**src/rtl/fft_frame_loader.sv**
```systemverilog
// Collects a stream of complex samples into 16-sample frames and hands each
// complete frame to the FFT wrapper through a single output register bank.
module fft_frame_loader #(
  parameter int DATA_W = 16,
  parameter int N      = 16
) (
  input  logic                clk,
  input  logic                rst,
  input  logic                s_valid,
  output logic                s_ready,
  input  logic [DATA_W-1:0]   s_real,
  input  logic [DATA_W-1:0]   s_im,
  input  logic                s_last,
  output logic [N*DATA_W-1:0] frame_real,
  output logic [N*DATA_W-1:0] frame_im,
  output logic                frame_valid,
  input  logic                frame_ready,
  output logic [7:0]          frame_count,
  output logic                err_len
);

  typedef enum logic {ST_LOAD, ST_WAIT} state_t;

  state_t              state;
  logic [DATA_W-1:0]   wbuf_real [N];
  logic [DATA_W-1:0]   wbuf_im   [N];
  logic [3:0]          wr_idx;
  logic                accept;
  logic                consume;
  logic                last_slot;
  logic [N*DATA_W-1:0] commit_real;
  logic [N*DATA_W-1:0] commit_im;

  // rst forces ready high so upstream never sees a stall while resetting
  assign s_ready   = (state == ST_LOAD) || rst;
  assign accept    = s_valid && s_ready;
  assign consume   = frame_valid && frame_ready;
  assign last_slot = (wr_idx == 4'(N - 1));

  // In LOAD the 16th sample bypasses the buffer straight into the output bank
  always_comb begin
    commit_real = '0;
    commit_im   = '0;
    for (int k = 0; k < N; k++) begin
      commit_real[k*DATA_W +: DATA_W] = wbuf_real[k];
      commit_im[k*DATA_W +: DATA_W]   = wbuf_im[k];
    end
    if (state == ST_LOAD) begin
      commit_real[(N-1)*DATA_W +: DATA_W] = s_real;
      commit_im[(N-1)*DATA_W +: DATA_W]   = s_im;
    end
  end

  always_ff @(posedge clk) begin
    if (!rst && accept && state == ST_LOAD) begin
      wbuf_real[wr_idx] <= s_real;
      wbuf_im[wr_idx]   <= s_im;
    end
  end

  always_ff @(posedge clk) begin
    if (rst) begin
      state       <= ST_LOAD;
      wr_idx      <= '0;
      frame_valid <= 1'b0;
      frame_count <= '0;
      err_len     <= 1'b0;
      frame_real  <= '0;
      frame_im    <= '0;
    end else begin
      if (consume) frame_valid <= 1'b0;
      case (state)
        ST_LOAD: begin
          if (accept) begin
            if (!last_slot) begin
              if (s_last) begin
                wr_idx  <= '0;
                err_len <= 1'b1;
              end else begin
                wr_idx <= wr_idx + 4'd1;
              end
            end else begin
              if (!s_last) err_len <= 1'b1;
              if (!frame_valid || consume) begin
                frame_real  <= commit_real;
                frame_im    <= commit_im;
                frame_valid <= 1'b1;
                wr_idx      <= '0;
                frame_count <= frame_count + 8'd1;
              end else begin
                state <= ST_WAIT;
              end
            end
          end
        end
        ST_WAIT: begin
          // Output bank frees up: promote the parked frame in the same edge
          if (consume) begin
            frame_real  <= commit_real;
            frame_im    <= commit_im;
            frame_valid <= 1'b1;
            wr_idx      <= '0;
            frame_count <= frame_count + 8'd1;
            state       <= ST_LOAD;
          end
        end
      endcase
    end
  end

endmodule

```
**config.mk**
```make
export PLATFORM = sky130hd
export DESIGN_NAME = fft_frame_loader
export DESIGN_NICKNAME = d
export VERILOG_FILES = /design/src/rtl/fft_frame_loader.sv
export SDC_FILE = /design/constraint.sdc
export NUM_CORES = 1
export LEC_CHECK = 0
export BUFFER_PORTS_ARGS = -buffer_cell sky130_fd_sc_hd__buf_4
export CAP_MARGIN = 20
export CORE_ASPECT_RATIO = 0.9
export CORE_MARGIN = 4
export CORE_UTILIZATION = 55
export DETAILED_ROUTE_END_ITERATION = 7
export PLACE_DENSITY = 0.9
export SKIP_CTS_REPAIR_TIMING = 1
export SLEW_MARGIN = 20
export SYNTH_ARGS = -nofsm -noshare
export SYNTH_HDL_FRONTEND = slang
export SYNTH_SLANG_ARGS = --single-unit
```
**constraint.sdc**
```tcl
create_clock -name clk -period 4.3 [get_ports clk]
set_input_delay 0.43 -clock clk [delete_from_list [all_inputs] [get_ports clk]]
set_output_delay 0.43 -clock clk [all_outputs]
set_load 0.02 [all_outputs]
```
==> results of run 1 <==
==> cells by family after synthesis <==
family / share of synthesized area, %
buf+inv: 2.34
fa+ha+maj: 0.184
flops: 76.3
compound gates: 8.21
mux: 1.04
xor+xnor: 0.103
simple gates: 11.8
==> power by group through the flow <==
| stage | logic [uW] | clock network [uW] | registers (uW) |
|---|---|---|---|
| after floorplan | 92.2 | 0 | 10600 |
| after global placement | 299 | 0 | 10600 |
| after detailed placement | 302 | 0 | 10600 |
| after CTS | 303 | 8680 | 10400 |
| after global routing | 323 | 9110 | 10400 |
| final | 318 | 8660 | 10400 |
==> cell usage after synthesis <==
| library cell | n |
|---|---|
| nand2_1 | 973 |
| dfxtp_1 | 527 |
| edfxtp_1 | 512 |
| a21oi_1 | 484 |
| clkbuf_1 | 90 |
| buf_2 | 74 |
| nor2_1 | 53 |
| a211oi_1 | 35 |
| mux2i_1 | 32 |
| buf_1 | 14 |
| nand3_1 | 8 |
| ha_1 | 5 |
| inv_1 | 5 |
| nand2b_1 | 4 |
| nor3_1 | 4 |
| xnor2_1 | 4 |
| mux2_2 | 3 |
| nor2b_1 | 2 |
| o21ai_0 | 2 |
| o22ai_1 | 2 |
| o31ai_1 | 2 |
| or4_1 | 2 |
| a211o_1 | 1 |
| a21o_1 | 1 |
| a21oi_2 | 1 |
| a221oi_1 | 1 |
| a31oi_1 | 1 |
| a41oi_1 | 1 |
| and2_1 | 1 |
| and3_1 | 1 |
| buf_6 | 1 |
| clkbuf_2 | 1 |
| nand3b_1 | 1 |
| nand4b_1 | 1 |
| nor4_1 | 1 |
| o31a_1 | 1 |
| o41ai_1 | 1 |
| or2_4 | 1 |
| or3_1 | 1 |
==> through the flow <==
stage	instance area, um^2	utilization (%)	std cells	setup slack, ns	power (uW)
after CTS	42200	69.0	4243	1.41	19400
final	42300	69.1	4248	1.26	19400
after global routing	42300	69.1	4248	1.13	19800
after detailed placement	39000	63.8	4066	1.49	10900
after global placement	39000	63.8	4066	1.59	10900
after floorplan	34000	-	2854	0.633	10700
==> path summary, 6_finish.rpt <==
kind / from / to / cells after the start
min reg2reg: frame_real[134] / frame_real[134] / 2
max: wr_idx[2] / frame_real[35] / 5
max reg2reg: wr_idx[2] / frame_real[35] / 5
min: s_last / err_len / 3
==> sequential cells by signal, indices dropped and copies added (netlist names) <==
signal / flops
frame_im: 256
frame_real: 256
wbuf_im: 256
state: 1
wr_idx: 4
wbuf_real: 256
frame_valid: 1
frame_count: 8
err_len: 1
==> worst reg2reg max path, stage by stage (launching register included) <==
cell and delay [ns]:
dfxtp_1 0.63, a41oi_1 0.38, a21oi_4 0.92, buf_12 0.38, nand2_1 0.16, a21oi_1 0.44
==> per-layer routing <==
metal	routed length, um	share of wire (%)	vias to the layer above
met2	51300	47	2108
met3	14200	13	528
met1	35900	33	12151
li1	-	-	10742
met4	8990	8.1	0
met5	0	0	-
==> layout make-up <==
| type | instances | share of cell area (%) |
|---|---|---|
| diodes | 1 | 0.00591 |
| inverters | 5 | 0.0443 |
| well taps | 792 | 2.34 |
| clock buffers | 134 | 6.37 |
| repair buffers | 604 | 11.4 |
| flip-flops and latches | 1039 | 61.3 |
| multi-input cells | 1630 | 17.4 |
| clock inverters | 43 | 1.18 |
==> cells in the final DEF, fill, tap and decap left out, types with 3 or more instances in the layout <==
cell	count
clkinv_1	6
nor3_2	4
inv_6	3
clkinv_2	20
nor2_1	41
buf_4	582
clkbuf_16	98
ha_1	5
buf_12	18
clkbuf_8	11
xnor2_1	4
mux2_2	3
bufinv_16	8
mux2i_1	32
nand2b_1	4
clkbuf_1	25
inv_1	5
edfxtp_1	512
a21oi_1	484
dfxtp_1	526
nor2_4	12
nand3_1	8
a211oi_1	35
nand2_1	973
==> results by group, run 1 <==
Die
  – Die W: 270 um
  – Row cnt: 86
  – Total core area: 0.0612 mm^2
  – Die ar.: 0.0658 mm^2
  – Die Y: 244 um
  – Io pins: 560
  – Initial Util: 55.5%

Clock network
  – Clk_lat worst skew: 0.66 ns
  – Root Driver: clkbuf_16
  – Number of clock sinks: 1039
  – CTS buffer count: 95
  – H-tree depth: 3
  – Worst-path clk slew: 0.08 ns
  – Max Root-Sink Buffers: 3
  – CTS tree: yes

Layout
  – Reg area: 0.0259 mm^2
  – Fraction of layout cells with a size suffix above 1: 22.3%
  – NumNets Final: 3417
  – Layout fillers: 3554
  – Layout area overhead: 24.6%
  – Area of the multi-input gates: 0.00738 mm^2

Critical path
  – Critical Path RT: 4.80 ns
  – Delay-heaviest family, CP: compound AO/OA/AOI/OAI gates
  – CP startpoint kind: flip-flop
  – Setup crit end kind: flip-flop
  – CP Class: reg -> reg
  – Crit-path cells: a41oi_1 -> a21oi_4 -> buf_12 -> nand2_1 -> a21oi_1
  – Worst path arrival time: 3.54 ns
  – Slowest CP cell: a21oi_4
  – R2r setup slk: 1.26 ns
  – Worst path bufs/invs: 1
  – Critical path peak fanout: 66
  – Crit path largest cell delay: 0.92 ns

Synth
  – Cell Area, Synth: 0.0340 mm^2
  – Synthesis warning total: 0
  – Area leader, netlist: edfxtp_1
  – Avg Inst Size Synth: 11.9 um^2
  – #FFs+latches synth: 1039
  – Synth top area cells: edfxtp_1 (45%), dfxtp_1 (31%), nand2_1 (11%)
  – Post-synthesis sequential area ratio: 76.3%
  – Synth Instances: 2854
  – Share of the synthesized area in the top cell type: 45.3%
  – Syn_nets: 2896
  – Netlist cell types: 39

Power
  – Pleak: 0.0150 uW
  – Clk pwr share: 44.7%
  – P_int: 15300 uW
  – VDD IR max: 0.372 mV
  – PD cells: 458 mW/mm^2
  – Comb power frac: 1.6%
  – Sequential share of power: 53.7%
  – P_sw: 4040 uW
  – Sw frac: 20.9%

Timing
  – FMAX: 329 MHz
  – Final period util: 70.6%
  – Final setup fails: 0
  – Skew final: 0.0332 ns
  – Max-slew violations: 0
  – Final hold violations: 0
  – Actual slew at the worst max-slew pin: 1.10 ns
  – Setup TNS Final: 0 ns
  – Fin crit period: 3.04 ns
  – Hold slack: 0.120 ns
  – Slew margin rel.: 26.3%
  – RSZ-0062 raised after global routing: false

Detailed routing
  – DRT Wirelength: 110 mm
  – Post-route ant nets: 0
  – DR WL/cell: 26.0 um
  – Average vias per placed instance: 6.01
  – Routed vias: 25529
  – DRC viols: 0
  – First-pass iteration count of the detailed router: 6
  – Iteration-0 DRC Markers: 3494

Placed design
  – DPL Wire Length: 63.9 mm
  – Routability congestion estimate: 0.829
  – Buffers added on ports: 559

Global routing
  – Largest net degree at the start of global routing: 196
  – M2 GR Usage: 51.7%
  – Busiest metal layer after global routing: met2
  – Met1 GRT Util: 38.0%
  – Gr usage total: 32.4%
  – Vias in the first global route: 25316
  – GR Util met3: 10.2%
  – GR Overflow Total: 0
  – First-pass GRT wire length: 161 mm
  – Initial antenna violation count: 3

Hold path
  – Worst Hold Class: in -> reg

Run status
  – Outcome: completed

Job
  – Maxcap violations: 0
(Power assumes the default switching activity.)
==> run 2: changes to the inputs <==
--- a/config.mk
+++ b/config.mk
@@ -5,13 +5,14 @@
 export SDC_FILE = /design/constraint.sdc
 export NUM_CORES = 1
 export LEC_CHECK = 0
+export ABC_AREA = 1
 export BUFFER_PORTS_ARGS = -buffer_cell sky130_fd_sc_hd__buf_4
 export CAP_MARGIN = 20
 export CORE_ASPECT_RATIO = 0.9
 export CORE_MARGIN = 4
-export CORE_UTILIZATION = 55
+export CORE_UTILIZATION = 56
 export DETAILED_ROUTE_END_ITERATION = 7
-export PLACE_DENSITY = 0.9
+export PLACE_DENSITY = 0.91
 export SKIP_CTS_REPAIR_TIMING = 1
 export SLEW_MARGIN = 20
 export SYNTH_ARGS = -nofsm -noshare
==> constraint.sdc (replaced) <==
create_clock -name clk -period 3.1 [get_ports clk]
set_input_delay 0.31 -clock clk [delete_from_list [all_inputs] [get_ports clk]]
set_output_delay 0.31 -clock clk [all_outputs]
set_load 0.02 [all_outputs]
==> run 2 against run 1 <==
  * Non-clock buffer count shrank 8
  * Flip-flop and latch count unchanged
  * Global-route usage decreased by 3.3 points
  * Critical path type is now in -> out
  * Clock skew up 0.018 ns
  * Utilization grew 1.1 points
  * Critical endpoint is now s_ready
  * Combinational power increased by 96%
  * Clock power increased by 35%
==> results by group, run 2 <==
Run status
  – Outcome: completed

Synth
  – Cell Area, Synth: 0.0344 mm^2
  – Post-synthesis sequential area ratio: 75.4%
  – Post-synth top flop: dfxtp_1
  – Synthesis warning total: 0
  – Synth Instances: 2989
  – Synth cell count leaders: nor2_1 (1056), dfxtp_1 (527), edfxtp_1 (512)
  – Area leader, netlist: edfxtp_1
  – #FFs+latches synth: 1039
  – Share of the synthesized area in the top cell type: 44.7%
  – Netlist cell types: 28
  – Top-count cell post-synth: nor2_1
  – Synth top area cells: edfxtp_1 (45%), dfxtp_1 (31%), nor2_1 (12%)
  – Syn_nets: 3031
  – Post-synth EDFFs: 512
  – Avg Inst Size Synth: 11.5 um^2
  – Fraction of registers with async set/reset: 0%

Clock network
  – CTS tree: yes
  – CTS buffer count: 96
  – H-tree depth: 3
  – Number of clock sinks: 1039
  – Worst-path clk slew: 0.06 ns
  – Root Driver: clkbuf_16
  – Max Root-Sink Buffers: 3
  – Clk_lat worst skew: 0.66 ns

Die
  – Row cnt: 85
  – Die W: 269 um
  – Die ar.: 0.0654 mm^2
  – Io pins: 560
  – Initial Util: 57.0%
  – Total core area: 0.0603 mm^2
  – Die Y: 243 um

Timing
  – Actual slew at the worst max-slew pin: 1.17 ns
  – Fin crit period: 2.73 ns
  – Final period util: 88.1%
  – RSZ-0062 raised after global routing: false
  – Max-slew violations: 0
  – Slew margin rel.: 22.1%
  – Final setup fails: 0
  – Final hold violations: 0
  – Setup TNS Final: 0 ns
  – Hold slack: 0.0759 ns
  – FMAX: 366 MHz
  – Skew final: 0.0515 ns

Layout
  – Reg area: 0.0259 mm^2
  – Layout fillers: 3641
  – Commonest non-fill, non-tap cell in the layout: nor2_1
  – Layout area overhead: 23.1%
  – Area of the multi-input gates: 0.00751 mm^2
  – Fraction of layout cells with a size suffix above 1: 21.6%
  – NumNets Final: 3545
  – Commonest cells after routing, fill and taps aside: nor2_1 (1040), buf_4 (577), dfxtp_1 (526)

Critical path
  – Critical path peak fanout: 229
  – Setup crit end kind: output port
  – Worst path arrival time: 2.42 ns
  – Critical Path RT: 2.79 ns
  – CP Class: in -> out
  – CP startpoint kind: primary input

Detailed routing
  – Post-route ant nets: 0
  – Average vias per placed instance: 5.74
  – Iteration-0 DRC Markers: 3360
  – DR WL/cell: 22.8 um
  – First-pass iteration count of the detailed router: 8
  – DRC viols: 0
  – Routed vias: 25093
  – DRT Wirelength: 99.6 mm

Global routing
  – Vias in the first global route: 24313
  – Initial antenna violation count: 6
  – GR Overflow Total: 0
  – Gr usage total: 29.2%
  – Largest net degree at the start of global routing: 289
  – First-pass GRT wire length: 146 mm

Placed design
  – Buffers added on ports: 559
  – DPL Wire Length: 58.1 mm
  – Routability congestion estimate: 0.812

Power
  – Total Power: 26800 uW
  – VDD IR max: 0.537 mV
  – PD cells: 632 mW/mm^2
  – Pleak: 0.0159 uW

Hold path
  – Worst Hold Class: in -> reg

Job
  – Maxcap violations: 0
[run 2: cell types whose count changed in the layout (fill, tap and decap cells not counted), sizes merged, moves of 7 or more]
| cell | change |
|---|---|
| inv | +13 |
| a21oi | -476 |
| buf | -10 |
| a211oi | -34 |
| o21ai | +517 |
| clkinv | +7 |
| nor2 | +1004 |
| mux2i | -32 |
| nand2 | -826 |
[run 2: kinds of logic after synthesis]
family | count (synthesis) | synth area share [%]
compound gates | 530 | 7.77
flops | 1039 | 75.4
buf+inv | 193 | 3.13
simple gates | 1219 | 13.5
xor+xnor | 3 | 0.0764
fa+ha+maj | 5 | 0.182
[run 2: final cells by class]
type,instances,share of cell area [%]
clock buffer,131,6.49
inverter,13,0.133
tap,783,2.31
sequential,1039,61.2
antenna,2,0.0118
clock inverter,49,1.03
multi-input combinational,1757,17.7
timing repair buffer,596,11.1
[run 2: metal layers]
metal	share of wire (%)	global-route usage [%]	wire length [um]
met5	0.027	0	27
met4	4.5	12.7	4510
met3	12	7.36	11600
met2	47	47.7	47300
met1	36	37.4	36200
[run 2: path summary, 6_finish.rpt]
kind / startpoint / endpoint / slack (ns) / depth (start not counted)
setup / recovery: rst / s_ready / 0.37 / 6
hold / removal: s_im[6] / wbuf_im[0][6] / 0.08 / 1
setup reg to reg: state / frame_im[54] / 0.46 / 6
hold reg to reg: wbuf_im[7][5] / frame_im[117] / 0.45 / 2
[run 2: report_power, final]
part / total, uW / switching [uW] / internal (uW)
clock network: 11700 / 5160 / 6550
registers: 14400 / 11.4 / 14400
logic: 623 / 487 / 136
[run 2: worst max-delay path, cell delays in order]
cell and delay [ns]:
dlygate4sd3_1 0.57, buf_4 0.19, inv_8 0.23, buf_12 0.48, nand2_1 0.32, buf_4 0.26
[run 2: metrics by stage]
step	util [%]	worst slack, ns	instances	cell area, um^2
finish	70.2	0.367	4370	42300
global route	70.2	0.226	4369	42300
CTS	70.2	0.522	4365	42300
detailed placement	64.9	0.501	4185	39100
global placement	64.9	0.578	4185	39100
floorplan	-	0.421	2989	34400
